## config.mk

```make
export PLATFORM = sky130hd
export DESIGN_NAME = cdb_arbiter
export DESIGN_NICKNAME = d
export VERILOG_FILES = /design/src/rtl/cdb_arbiter_pkg.sv /design/src/rtl/cdb_src_fifo.sv /design/src/rtl/cdb_arbiter.sv
export SDC_FILE = /design/constraint.sdc
export NUM_CORES = 1
export LEC_CHECK = 0
export CORE_ASPECT_RATIO = 0.6
export CORE_MARGIN = 1
export CORE_UTILIZATION = 44
export CTS_BUF_LIST = sky130_fd_sc_hd__clkbuf_16
export DETAILED_ROUTE_END_ITERATION = 6
export GPL_ROUTABILITY_DRIVEN = 0
export PLACE_DENSITY = 0.68
export SETUP_SLACK_MARGIN = 0.5
export SKIP_CTS_REPAIR_TIMING = 1
export SLEW_MARGIN = 30
export SYNTH_ARGS = -nofsm -noshare
export SYNTH_HDL_FRONTEND = slang
export SYNTH_HIERARCHICAL = 1
export SYNTH_SLANG_ARGS = --single-unit
```

## constraint.sdc

```tcl
create_clock -name clk_in -period 8.5 [get_ports clk_in]
set_clock_uncertainty 0.1 [all_clocks]
set_input_delay 1.275 -clock clk_in [delete_from_list [all_inputs] [get_ports clk_in]]
set_output_delay 1.275 -clock clk_in [all_outputs]
set_load 0.01 [all_outputs]
```

## src/rtl/cdb_arbiter_pkg.sv

```systemverilog
// Shared CPU parameters: RoB index width, the no-dependency tag and CDB producer IDs.
package cdb_arbiter_pkg;

  localparam int unsigned RoB_WIDTH = 3;

  // Tag one bit wider than a RoB index, so it can never collide with a real entry.
  localparam logic [RoB_WIDTH:0] NON_DEP = {1'b1, {RoB_WIDTH{1'b0}}};

  typedef enum logic [1:0] {
    SRC_RS  = 2'd0,
    SRC_LSB = 2'd1,
    SRC_AUX = 2'd2
  } src_id_e;

  function automatic int unsigned rr_next(input int unsigned grant, input int unsigned n);
    return (grant + 1 >= n) ? 0 : grant + 1;
  endfunction

endpackage

```

## src/rtl/cdb_src_fifo.sv

```systemverilog
// Per-producer holding queue for results that lost CDB arbitration.
module cdb_src_fifo #(
  parameter int unsigned DEPTH = 2,
  parameter int unsigned IDX_W = 3
) (
  input  logic             i_clk,
  input  logic             i_rst_n,
  input  logic             i_en,
  input  logic             i_flush,
  input  logic             i_push,
  input  logic             i_pop,
  input  logic [IDX_W-1:0] i_idx,
  input  logic [31:0]      i_data,
  output logic [IDX_W-1:0] o_head_idx,
  output logic [31:0]      o_head_data,
  output logic             o_not_empty,
  output logic             o_full,
  output logic             o_drop
);

  localparam int unsigned PtrW = $clog2(DEPTH);
  localparam int unsigned CntW = $clog2(DEPTH + 1);

  logic [IDX_W+31:0] r_mem [DEPTH];
  logic [PtrW-1:0]   r_rd_ptr;
  logic [PtrW-1:0]   r_wr_ptr;
  logic [CntW-1:0]   r_count;
  logic              w_at_cap;
  logic              w_pop_ok;
  logic              w_push_ok;

  assign w_at_cap    = (r_count == CntW'(DEPTH));
  assign w_pop_ok    = i_pop && (r_count != '0);
  // A full queue still accepts a push when its head leaves on the same edge.
  assign w_push_ok   = i_push && (!w_at_cap || w_pop_ok);
  assign o_drop      = i_en && !i_flush && i_push && !w_push_ok;
  assign o_not_empty = (r_count != '0);
  assign o_full      = (r_count >= CntW'(DEPTH - 1));
  assign {o_head_idx, o_head_data} = r_mem[r_rd_ptr];

  always_ff @(posedge i_clk or negedge i_rst_n) begin
    if (!i_rst_n) begin
      r_count  <= '0;
      r_rd_ptr <= '0;
      r_wr_ptr <= '0;
    end else if (i_en) begin
      if (i_flush) begin
        r_count  <= '0;
        r_rd_ptr <= '0;
        r_wr_ptr <= '0;
      end else begin
        if (w_push_ok) r_wr_ptr <= r_wr_ptr + PtrW'(1);
        if (w_pop_ok)  r_rd_ptr <= r_rd_ptr + PtrW'(1);
        if (w_push_ok && !w_pop_ok)      r_count <= r_count + CntW'(1);
        else if (!w_push_ok && w_pop_ok) r_count <= r_count - CntW'(1);
      end
    end
  end

  always_ff @(posedge i_clk) begin
    if (i_en && !i_flush && w_push_ok) r_mem[r_wr_ptr] <= {i_idx, i_data};
  end

endmodule

```

## src/rtl/cdb_arbiter.sv

```systemverilog
// Round-robin common-data-bus arbiter: one registered broadcast per cycle from
// NUM_SRC producers, with a same-cycle bypass when a producer's queue is empty.
module cdb_arbiter #(
  parameter int unsigned RoB_WIDTH  = cdb_arbiter_pkg::RoB_WIDTH,
  parameter int unsigned NUM_SRC    = 3,
  parameter int unsigned FIFO_DEPTH = 2
) (
  input  logic                         clk_in,
  input  logic                         rst_in,
  input  logic                         rdy_in,
  input  logic                         flush_signal,
  input  logic [NUM_SRC-1:0]           src_en,
  input  logic [NUM_SRC*RoB_WIDTH-1:0] src_index,
  input  logic [NUM_SRC*32-1:0]        src_data,
  output logic [NUM_SRC-1:0]           src_full,
  output logic                         CDB_update_en,
  output logic [RoB_WIDTH-1:0]         CDB_update_index,
  output logic [31:0]                  CDB_update_data,
  output logic                         overflow_err
);

  import cdb_arbiter_pkg::*;

  localparam int unsigned PtrW = (NUM_SRC > 1) ? $clog2(NUM_SRC) : 1;

  logic [RoB_WIDTH-1:0] w_head_idx  [NUM_SRC];
  logic [31:0]          w_head_data [NUM_SRC];
  logic [RoB_WIDTH-1:0] w_cand_idx  [NUM_SRC];
  logic [31:0]          w_cand_data [NUM_SRC];
  logic [NUM_SRC-1:0]   w_head_vld;
  logic [NUM_SRC-1:0]   w_cand_vld;
  logic [NUM_SRC-1:0]   w_won;
  logic [NUM_SRC-1:0]   w_push;
  logic [NUM_SRC-1:0]   w_pop;
  logic [NUM_SRC-1:0]   w_drop;
  logic                 w_grant_vld;
  logic [PtrW-1:0]      w_grant_id;
  logic [PtrW-1:0]      w_scan;

  logic                 r_cdb_en;
  logic [RoB_WIDTH-1:0] r_cdb_idx;
  logic [31:0]          r_cdb_data;
  logic                 r_ovf;
  logic [PtrW-1:0]      r_rr_ptr;

  for (genvar g = 0; g < NUM_SRC; g++) begin : g_src
    // A queued head always outranks the live input so per-source order holds.
    assign w_cand_vld[g]  = w_head_vld[g] || src_en[g];
    assign w_cand_idx[g]  = w_head_vld[g] ? w_head_idx[g] : src_index[g*RoB_WIDTH +: RoB_WIDTH];
    assign w_cand_data[g] = w_head_vld[g] ? w_head_data[g] : src_data[g*32 +: 32];
    assign w_won[g]       = w_grant_vld && (w_grant_id == PtrW'(g));
    assign w_pop[g]       = w_won[g] && w_head_vld[g];
    assign w_push[g]      = src_en[g] && (w_head_vld[g] || !w_won[g]);

    cdb_src_fifo #(
      .DEPTH (FIFO_DEPTH),
      .IDX_W (RoB_WIDTH)
    ) u_fifo (
      .i_clk       (clk_in),
      .i_rst_n     (rst_in),
      .i_en        (rdy_in),
      .i_flush     (flush_signal),
      .i_push      (w_push[g]),
      .i_pop       (w_pop[g]),
      .i_idx       (src_index[g*RoB_WIDTH +: RoB_WIDTH]),
      .i_data      (src_data[g*32 +: 32]),
      .o_head_idx  (w_head_idx[g]),
      .o_head_data (w_head_data[g]),
      .o_not_empty (w_head_vld[g]),
      .o_full      (src_full[g]),
      .o_drop      (w_drop[g])
    );
  end

  always_comb begin
    w_grant_vld = 1'b0;
    w_grant_id  = '0;
    w_scan      = '0;
    for (int unsigned k = 0; k < NUM_SRC; k++) begin
      w_scan = PtrW'((32'(r_rr_ptr) + k) % NUM_SRC);
      if (!w_grant_vld && w_cand_vld[w_scan]) begin
        w_grant_vld = 1'b1;
        w_grant_id  = w_scan;
      end
    end
  end

  always_ff @(posedge clk_in or negedge rst_in) begin
    if (!rst_in) begin
      r_cdb_en   <= 1'b0;
      r_cdb_idx  <= '0;
      r_cdb_data <= '0;
      r_ovf      <= 1'b0;
      r_rr_ptr   <= '0;
    end else if (rdy_in) begin
      if (flush_signal) begin
        r_cdb_en <= 1'b0;
        r_rr_ptr <= '0;
      end else begin
        r_cdb_en <= w_grant_vld;
        if (w_grant_vld) begin
          r_cdb_idx  <= w_cand_idx[w_grant_id];
          r_cdb_data <= w_cand_data[w_grant_id];
          r_rr_ptr   <= PtrW'(rr_next(32'(w_grant_id), NUM_SRC));
        end
        if (|w_drop) r_ovf <= 1'b1;
      end
    end
  end

  assign CDB_update_en    = r_cdb_en;
  assign CDB_update_index = r_cdb_idx;
  assign CDB_update_data  = r_cdb_data;
  assign overflow_err     = r_ovf;

endmodule

```

Yosys cells after proc, flatten, opt, wreduce, memory -nomap -nowiden

Memory sizes are Yosys's and may differ from the RTL's.
Cells that the tools add are included.

Shift-type cells: 0
Multiplexer cells: 55
Reductions and logical operators: 84
Divide/modulo/power cells: 3
Add/subtract/negate cells: 15
Multipliers: 0
Equality and inequality tests: 5
Bitwise gates (word level): 2
$lt $le $gt $ge: 8

Operators by type and width:

| operator              | count |
|---|---|
| $mux 32               | 5 |
| $bmux 32 s2           | 1 |
| $mod 32x2->32 const B | 2 |
| $logic_and 1x1->1     | 33 |
| $mod 2x2->32 const B  | 1 |
| $mux 2                | 15 |
| $mux 1                | 25 |
| $reduce_and 2->1      | 10 |
| $reduce_bool 2->1     | 10 |
| $logic_not 1->1       | 15 |
| $mux 3                | 5 |
| $logic_or 1x1->1      | 9 |
| $lt 2x3->1 const B    | 3 |
| $reduce_bool 3->1     | 3 |
| $eq 2x2->1 const B    | 4 |
| $add 1x1->1 const B   | 6 |
| $add 2x1->2 const B   | 3 |
| $add 2x1->3 const B   | 2 |
| $bmux 1 s2            | 3 |
| $bmux 3 s2            | 1 |
| $ge 2x1->1 const B    | 3 |
| $reduce_and 3->1      | 2 |
| $sub 2x1->2 const B   | 3 |
| $add 2x2->3 const B   | 1 |
| other kinds (7)       | 7 |

Output and inout port bits: 40
Word-level logic and storage cells: 189
Flip-flop bits (word level): 51
RAM bits: 210
Bits of input ports: 112
Memory bits (read-only): 0
Bits in latches: 0
Memories kept: 3

Memories:

| memory                | depth | bits a word | read ports | clocked after Yosys merged registers in | wr ports | RTL line           | source |
|---|---|---|---|---|---|---|---|
| g_src[0].u_fifo.r_mem | 2     | 35          | 1          | 0                                       | 1        | cdb_src_fifo.sv:24 | `logic [IDX_W+31:0] r_mem [DEPTH];` |
| g_src[1].u_fifo.r_mem | 2     | 35          | 1          | 0                                       | 1        | cdb_src_fifo.sv:24 |  |
| g_src[2].u_fifo.r_mem | 2     | 35          | 1          | 0                                       | 1        | cdb_src_fifo.sv:24 |  |

Depth between registers and ports, before layout

Gate-level depths: netlist of run 1.

Depth in word-level cells: 22
Mapped depth: 15
Mapped depth without buffers: 13

Hierarchy

The synthesis of run 1 kept the hierarchy.

Modules (own cells, without submodules):

| module                             | area an instance (µm²) | seq. area each (µm²) | times used | cells an instance |
|---|---|---|---|---|
| cdb_src_fifo (g_src[0].u_fifo ...) | 2861.5                 | 2202.1               | 2          | 145 |
| cdb_arbiter                        | 3883.7                 | 975.9                | 1          | 378 |
| cdb_src_fifo (g_src[1].u_fifo)     | 2860.2                 | 2202.1               | 1          | 145 |

Worst setup path before layout of run 1

Ideal clock, no wire load.

Kind: input-to-reg
From: in src_en[2]
To: mem g_src[0].u_fifo/r_mem[1][0] in the netlist's numbering, enable pin
Arrival time: 5.246 ns
Setup slack: 2.674 ns
Data required time: 7.919 ns
Cell stages on the path: 7
Setup time: 0.481 ns
Cell sequence: nor2_1 -> and3_1 -> o32ai_2 -> o211a_1 -> a21boi_0 -> nand3b_4 -> a211oi_1

Longest elaborated chain between the ends: 19
Elaborated cells between the ends (all ways): 29

RTL lines:

| element                        | RTL line           | source |
|---|---|---|
| start, declared                | cdb_arbiter.sv:12  | `input logic [NUM_SRC-1:0] src_en,` |
| $logic_or 1x1->1 *             | cdb_arbiter.sv:48  | `assign w_cand_vld[g] = w_head_vld[g] \|\| src_en[g];` |
| $bmux 1 s2                     | cdb_arbiter.sv:81  | `if (!w_grant_vld && w_cand_vld[w_scan]) begin` |
| $mux 1 (implied by the code)   | cdb_arbiter.sv:81  |  |
| $mux 1                         | cdb_arbiter.sv:81  |  |
| $logic_not 1->1                | cdb_arbiter.sv:81  |  |
| $logic_and 1x1->1              | cdb_arbiter.sv:81  |  |
| $mux 1                         | cdb_arbiter.sv:81  |  |
| $logic_not 1->1                | cdb_arbiter.sv:81  |  |
| [... 4 more ...]               | n/a                |  |
| $logic_not 1->1 *              | cdb_arbiter.sv:53  | `assign w_push[g] = src_en[g] && (w_head_vld[g] \|\| !w_won[g]);` |
| $logic_or 1x1->1 *             | cdb_arbiter.sv:53  |  |
| $logic_and 1x1->1 *            | cdb_arbiter.sv:53  |  |
| net w_push[0]                  | cdb_arbiter.sv:33  | `logic [NUM_SRC-1:0] w_push;` |
| $logic_and 1x1->1 *            | cdb_src_fifo.sv:35 | `assign w_push_ok = i_push && (!w_at_cap \|\| w_pop_ok);` |
| $logic_and 1x1->1 *            | cdb_src_fifo.sv:61 | `if (i_en && !i_flush && w_push_ok) r_mem[r_wr_ptr] <= {i_idx, i_data};` |
| $mux 1 *                       | cdb_src_fifo.sv:61 |  |
| $mux 1 (implied by the code) * | cdb_src_fifo.sv:61 |  |
| end, declared                  | cdb_src_fifo.sv:24 |  |

Mark *: on every way through the listed nets, which the timed path passes. The rest lies on a longest branch. The select of a mux whose other input is x is not followed.

Final worst setup path of run 1

From: in src_en[2]
To: mem g_src[2].u_fifo/r_mem[0][34] in the netlist's numbering, enable pin

Longest elaborated chain between the ends: 19
Elaborated cells between the ends (all ways): 29

RTL lines:

| element                        | RTL line |
|---|---|
| $logic_or 1x1->1               | cdb_arbiter.sv:48 |
| $bmux 1 s2                     | cdb_arbiter.sv:81 |
| $mux 1 (implied by the code)   | cdb_arbiter.sv:81 |
| $mux 1                         | cdb_arbiter.sv:81 |
| $logic_not 1->1                | cdb_arbiter.sv:81 |
| $logic_and 1x1->1              | cdb_arbiter.sv:81 |
| $mux 1                         | cdb_arbiter.sv:81 |
| $logic_not 1->1                | cdb_arbiter.sv:81 |
| [... 4 more ...]               | n/a |
| $logic_not 1->1                | cdb_arbiter.sv:53 |
| $logic_or 1x1->1               | cdb_arbiter.sv:53 |
| $logic_and 1x1->1 *            | cdb_arbiter.sv:53 |
| net w_push[2]                  | cdb_arbiter.sv:33 |
| $logic_and 1x1->1 *            | cdb_src_fifo.sv:35 |
| $logic_and 1x1->1 *            | cdb_src_fifo.sv:61 |
| $mux 1 *                       | cdb_src_fifo.sv:61 |
| $mux 1 (implied by the code) * | cdb_src_fifo.sv:61 |
| end, declared                  | cdb_src_fifo.sv:24 |

Marks and branches as above.

==> metrics, run 1 <==
GR Util All Layers=20.6%; CP top delay family=compound AO/OA/AOI/OAI gates; DRT met1 WL=15000 µm; Setup Viol. Count Final=0; worst hold path depth=2; fin crit share=between 50 and 60%; routed wl met2=12100 µm; chip height=roughly 130 µm; Syn Area/Cell=around 15 µm²; min-delay src=g_src[1].u_fifo/r_count[0]$_DFFE_PN0P_; Worst-path clk slew=0.06 ns; vias in the first global route=7123; Diodes inserted=0; PD cells=between 300 and 400 mW/mm²; Synth-to-Final Area Change=20.6%; Rows=47; Post-Place Cells=1296; grt ovf=0; synthesized instance count=813; vias=about 7500; WP buf/inv=3; overall routed net length=30000 µm; fin area=~0.015 mm²; Detailed Routing Iterations Pass 1=5; CP startpoint kind=input pin; peak supply drop=roughly 0.19 mV; area of the multi-input gates=0.00446 mm²; Async S/R FF share, synth=19.5%; TNS Setup=0 ns; layout cell share with drive strength beyond 1=23.5%; Die Area=0.0290 mm²; min Tclk post-route=around 4.4 ns; Worst R2R Setup Slack=4.17 ns; storage element area=approximately 0.0076 mm²; Worst Path Max Fanout=36; Post-Syn Nets=937; Post-DP Area=0.0142 mm²; Vias/cell=5.56; Leakage Power=5.34 nW; cts bufs inserted=25; reg2reg path depth=12; largest net degree at the start of global routing=74; hpwl dp=20300 µm; Die Wd=around 220 µm; Clk Latency, worst-skew pair=between 0.5 and 0.6 ns; Hold EP=g_src[1].u_fifo/r_count[0]$_DFFE_PN0P_; Crit. End Element=register; FF+latch count, synth=261; CP startpoint=src_en[2]; Crit Path Class=in2reg; Filler cells=2268; top layer in use=met4; Synth area leader=edfxtp_1; Layout Cells excl Fill=1342; clk sinks=approximately 260; sequential area share after synthesis=60.8%; Antenna Violating Nets Remaining=0; total of max-cap violations=0; Wirelength per Cell=22.3 µm; CP Data Required Time=8.56 ns; FF-to-FF End=g_src[2].u_fifo/r_mem[0][34]$_DFFE_PP_; CTS Root Cell=clkbuf_16; antenna violations before repair=0; drt initial violations=approximately 680; count leader, synth=edfxtp_1; crit-path cells=clkdlybuf4s50_1 > nor2_1 > a211o_1 > o31ai_4 > buf_4 > a21boi_0 > nand3b_4 > a211oi_4 > buf_4; measured slew at the worst slew-check pin=0.880 ns; Worst Path Arrival=~4.5 ns; # IOs=152; residual DRC count=0; Critical R2R Launch=g_src[2].u_fifo/r_count[0]$_DFFE_PN0P_; first-pass GRT wire length=44600 µm; Post-synth EDFFs=210; Hold Path Class=reg2reg; unrepaired setup endpoints after global routing=no; synth unique cells=67; core area=0.0277 mm²; CTS Buffer Depth=3; status=completed; Top FF cell, synth=edfxtp_1; highest clock rate=0.227 GHz; Slowest cell on crit path=a21boi_0; Crit path top cell by count=buf_4; Rel. slew slack=41.4%; Hold Fails Final Rpt=0; H-Tree Depth=1; Final Max Slew Viols=0; Met3 Routed Length=between 2000 and 2500 µm; Initial Util=45.0%; Syn. warnings=6; CTS tree=done; post-synth design cell area=0.0125 mm²; CP max stage delay=0.64 ns; top cells by area, synth=edfxtp_1, dfrtp_1, mux2_2; Final Net Count=1080; synth cell count leaders=edfxtp_1, mux2_2, mux2i_1, dfrtp_1, nand2_1; top cell type's share of synthesized area=50.6%; port bufs=between 150 and 200
tightest hold or removal path: stages (launching register included):
cell      delay, ns
dfrtp_1        0.34
nand2_1        0.05
o311ai_1       0.06
worst max path at each step:
stage | end | slack (ns) | depth (start not counted)
after floorplan | g_src[0].u_fifo/r_mem[1][0]$_DFFE_PP_ | 2.67 | 7
after global placement | g_src[1].u_fifo/r_mem[1][27]$_DFFE_PP_ | 3.62 | 9
after detailed placement | g_src[1].u_fifo/r_mem[1][27]$_DFFE_PP_ | 3.55 | 9
after CTS | g_src[1].u_fifo/r_mem[1][1]$_DFFE_PP_ | 4.11 | 9
after global routing | g_src[1].u_fifo/r_mem[1][24]$_DFFE_PP_ | 3.88 | 9
final | g_src[2].u_fifo/r_mem[0][34]$_DFFE_PP_ | 4.10 | 9
through the flow:
step           setup WS, ns  hold slack (ns)  util (%)  total power (W)
6_report               4.10            0.383      54.3          0.00494
2_1_floorplan          2.67            0.356         -          0.00319
3_5_place_dp           3.55            0.373      51.3          0.00383
5_1_grt                3.88            0.409      54.3          0.00518
4_1_cts                4.11            0.389      54.3          0.00497
3_3_place_gp           3.62            0.371      51.3          0.00380
sequential cells by signal, indices dropped and copies added (netlist names):
signal and count:
g_src.u_fifo/r_rd_ptr 3, r_rr_ptr 2, g_src.u_fifo/r_mem 210, CDB_update_en 1
CDB_update_index 3, g_src.u_fifo/r_count 6, overflow_err 1, g_src.u_fifo/r_wr_ptr 3
CDB_update_data 32
per-layer routing:
| layer | vias to the layer above | global-route usage, % |
|---|---|---|
| met5 | - | 0 |
| met4 | 0 | 3.20 |
| met3 | 38 | 4.06 |
| met2 | 282 | 27.9 |
| met1 | 3727 | 33.9 |
| li1 | 3416 | - |
where the power goes:
| group | switching [W] | total, W | internal [W] |
|---|---|---|---|
| sequential | 0.000103 | 0.00170 | 0.00160 |
| combinational | 0.00117 | 0.00210 | 0.000934 |
| clock | 0.000477 | 0.00113 | 0.000658 |
| total | 0.00175 | 0.00494 | 0.00319 |
final cells by class:
class | count | area share [%]
flip-flops and latches | 261 | 50.4
multi-input cells | 480 | 29.7
repair buffers | 166 | 10.8
clock buffers | 25 | 4.16
well taps | 367 | 3.05
clock inverters | 21 | 1.37
inverters | 22 | 0.549
logic make-up after synthesis:
| kind of cell | count (synthesis) | share of synthesized area, % |
|---|---|---|
| AO/OA/AOI/OAI | 118 | 8.62 |
| flip-flops | 261 | 60.8 |
| adder cells (fa/ha/maj) | 12 | 1.20 |
| multiplexers | 214 | 19.1 |
| buffers and inverters | 72 | 3.87 |
| AND/OR/NAND/NOR | 136 | 6.37 |
layout by cell type, fill, tap and decap left out, types with 4 or more instances in the layout:
cell type        netlist  layout
edfxtp_1             210     210
clkdlybuf4s50_1        0     150
mux2_2               107     107
mux2i_1               73      73
dfrtp_1               51      51
nand2_1               45      45
nand2b_1              39      38
o2111ai_1             34      34
o211ai_2              30      30
clkbuf_16              0      25
inv_1                 22      24
mux2_4                17      17
mux2_1                17      17
buf_4                  3      15
ha_1                  12      12
nor2_1                 9       9
nor3_1                 9       9
o21ai_0                7       7
o21ai_1                7       7
o211ai_1               5       5
clkinv_1               0       5
a21oi_1                4       4
nand3_1                4       4
nor3b_1                4       4
nand2b_4               3       4
o31ai_1                4       4
bufinv_16              0       4
a211oi_4               0       4
No activity file was read; power rests on OpenSTA's default activity.
==> inputs of run 2 (changes only) <==
Clock period 8.5 ns to 4.5 ns, I/O delays scaled along.
==> metrics, run 2 (synthesis results as in run 1) <==
Power Internal=0.00592 W (was 0.00319 W); largest register by flop count=g_src.u_fifo/r_mem (unchanged); peak supply drop=0.359 mV (was 0.189 mV); Diodes inserted=0 (unchanged); measured slew at the worst slew-check pin=0.727 ns (was 0.880 ns); largest net degree at the start of global routing=72 (was 74); drt initial violations=719 (was 677); layout cell share with drive strength beyond 1=23.7% (was 23.5%); most frequent cells in the layout=edfxtp_1, clkdlybuf4s50_1, mux2_2, mux2i_1, dfrtp_1 (unchanged); overall routed net length=30400 µm (was 30000 µm); Worst Path Max Fanout=35 (was 36); vias=7476 (was 7463); Comb power frac=44.1% (was 42.6%); dpl ws=0.751 ns (was 3.55 ns); H-Tree Depth=1 (unchanged); Setup Viol. Count Final=0 (unchanged); CP startpoint kind=register (was input pin); CP max stage delay=0.45 ns (was 0.64 ns); worst hold slack=0.159 ns (was 0.383 ns); Filler cells=2280 (was 2268); total of max-cap violations=0 (unchanged); Die Area=0.0290 mm² (unchanged); Die Wd=219 µm (unchanged); first-pass GRT wire length=44900 µm (was 44600 µm); Wirelength per Cell=22.5 µm (was 22.3 µm); most common cell after layout, fill and taps aside=edfxtp_1 (unchanged); # IOs=152 (unchanged); crit-path cells=inv_1 > ha_1 > nor2b_1 > o22ai_1 > nand3_1 > o31ai_4 > buf_4 > and2_1 > nand2b_4 > a211oi_4 > buf_4 (was clkdlybuf4s50_1 > nor2_1 > a211o_1 > o31ai_4 > buf_4 > a21boi_0 > nand3b_4 > a211oi_4 > buf_4); Worst Slack Setup Final=0.889 ns (was 4.10 ns); vias in the first global route=7071 (was 7123); residual DRC count=0 (unchanged); min Tclk post-route=3.61 ns; Sw Share=36.1% (was 35.4%); Largest register FFs=210 (unchanged); Seq pwr share=34.8% (was 34.5%); PD cells=614 mW/mm² (was 329 mW/mm²); Synth-to-Final Area Change=21.0% (was 20.6%); Crit path top cell by count=buf_4 (unchanged); CTS Root Cell=clkbuf_16 (unchanged); Slowest cell on crit path=buf_4 (was a21boi_0); GR Util All Layers=20.9% (was 20.6%); port bufs=151 (unchanged); CP Data Required Time=4.57 ns (was 8.56 ns); Hold Path Class=in2async (was reg2reg); status=completed (unchanged); hpwl dp=20500 µm (was 20300 µm); highest clock rate=0.277 GHz; Vias/cell=5.53 (was 5.56); grt ovf=0 (unchanged); CTS Buffer Depth=3 (unchanged); FF-to-FF End=g_src[2].u_fifo/r_mem[1][11]$_DFFE_PP_ (was g_src[2].u_fifo/r_mem[0][34]$_DFFE_PP_); Final Max Slew Viols=0 (unchanged); unrepaired setup endpoints after global routing=no (unchanged); Final Net Count=1092 (was 1080); core area=0.0277 mm² (unchanged); Antenna Violating Nets Remaining=0 (unchanged); cts bufs inserted=27 (was 25); Rel. slew slack=51.6% (was 41.4%); Worst R2R Setup Slack=0.89 ns (was 4.17 ns); Crit Path Class=reg2reg (was in2reg); WP buf/inv=3 (unchanged); Critical R2R Launch=r_rr_ptr[0]$_DFFE_PN0P_ (was g_src[2].u_fifo/r_count[0]$_DFFE_PN0P_); chip height=132 µm (unchanged); CP top delay family=buffers and inverters (was compound AO/OA/AOI/OAI gates); Initial Util=45.0% (unchanged); Hold Fails Final Rpt=0 (unchanged); Clk pwr share=21.1% (was 23.0%); TNS Setup=0 ns (unchanged); Worst Path Arrival=3.69 ns (was 4.46 ns); Worst-path clk slew=0.07 ns (was 0.06 ns); antenna violations before repair=0 (unchanged); Rows=47 (unchanged); NetSw=0.00335 W (was 0.00175 W); Clk Latency, worst-skew pair=0.54 ns (was 0.53 ns); Crit. End Element=register (unchanged); Detailed Routing Iterations Pass 1=5 (unchanged); fin crit share=80.3%; clk sinks=261 (unchanged); reg2reg path depth=11 (was 12); CTS tree=done (unchanged); Leakage Power=5.39 nW (was 5.34 nW)
## run 2: cell count changes in the layout (fill, tap and decap cells not counted), moves of 2 or more
cell / change
bufinv_16: -4
clkbuf_16: +2
clkinv_1: +2
inv_1: +5
buf_4: +6
clkinv_4: -2
buf_12: +4
## run 2: cell type report
| cell class | instances | area (µm²) | area share [%] |
|---|---|---|---|
| inverters | 22 | 82.6 | 0.547 |
| clock buffers | 27 | 676 | 4.48 |
| well taps | 367 | 459 | 3.04 |
| flip-flops and latches | 261 | 7580 | 50.3 |
| repair buffers | 176 | 1740 | 11.6 |
| multi-input cells | 480 | 4460 | 29.6 |
| clock inverters | 20 | 82.6 | 0.547 |
## run 2: stage by stage
step | instances | power (W) | util (%) | instance area [µm²]
after floorplan | 813 | 0.00605 | - | 12500
after global placement | 1306 | 0.00729 | 51.7 | 14300
after detailed placement | 1306 | 0.00733 | 51.7 | 14300
after CTS | 1353 | 0.00931 | 54.5 | 15100
after global routing | 1353 | 0.00969 | 54.5 | 15100
final | 1353 | 0.00927 | 54.5 | 15100
## run 2: worst register-to-register path, cell delays in order, from the launching register on
cell,delay (ns)
dfrtp_1,0.38
inv_1,0.08
ha_1,0.43
nor2b_1,0.19
o22ai_1,0.18
nand3_1,0.17
o31ai_4,0.33
buf_4,0.30
and2_1,0.23
nand2b_4,0.11
a211oi_4,0.25
buf_4,0.45
## run 2: worst max-delay path by stage
stage | startpoint | to | slack (ns) | cells after the start
5_1_grt | r_rr_ptr[0]$_DFFE_PN0P_ | g_src[2].u_fifo/r_mem[1][11]$_DFFE_PP_ | 0.72 | 11
6_report | r_rr_ptr[0]$_DFFE_PN0P_ | g_src[2].u_fifo/r_mem[1][11]$_DFFE_PP_ | 0.89 | 11
4_1_cts | r_rr_ptr[0]$_DFFE_PN0P_ | g_src[2].u_fifo/r_mem[1][21]$_DFFE_PP_ | 0.95 | 11
3_3_place_gp | src_en[0] | g_src[2].u_fifo/r_mem[0][25]$_DFFE_PP_ | 0.79 | 9
2_1_floorplan | g_src[2].u_fifo/r_count[0]$_DFFE_PN0P_ | g_src[2].u_fifo/r_mem[1][0]$_DFFE_PP_ | 0.25 | 10
3_5_place_dp | src_en[1] | g_src[2].u_fifo/r_mem[0][25]$_DFFE_PP_ | 0.75 | 9
## run 2: routing by layer
metal  up-vias  global-route usage [%]  part of all wire, %  wire length [µm]
met5         -                       0                    0                 0
met2       278                    27.5                   40             12100
met4         0                    3.55                  1.3               395
li1       3435                       -                    -                 -
met1      3732                    34.9                   52             15700
met3        31                    4.13                  7.2              2180
## run 2: power groups by stage
| stage | logic, W | registers, W | clock network (W) |
|---|---|---|---|
| floorplan | 0.00278 | 0.00327 | 0 |
| global placement | 0.00403 | 0.00327 | 0 |
| detailed placement | 0.00406 | 0.00327 | 0 |
| CTS | 0.00409 | 0.00323 | 0.00200 |
| global route | 0.00435 | 0.00326 | 0.00208 |
| finish | 0.00409 | 0.00322 | 0.00196 |
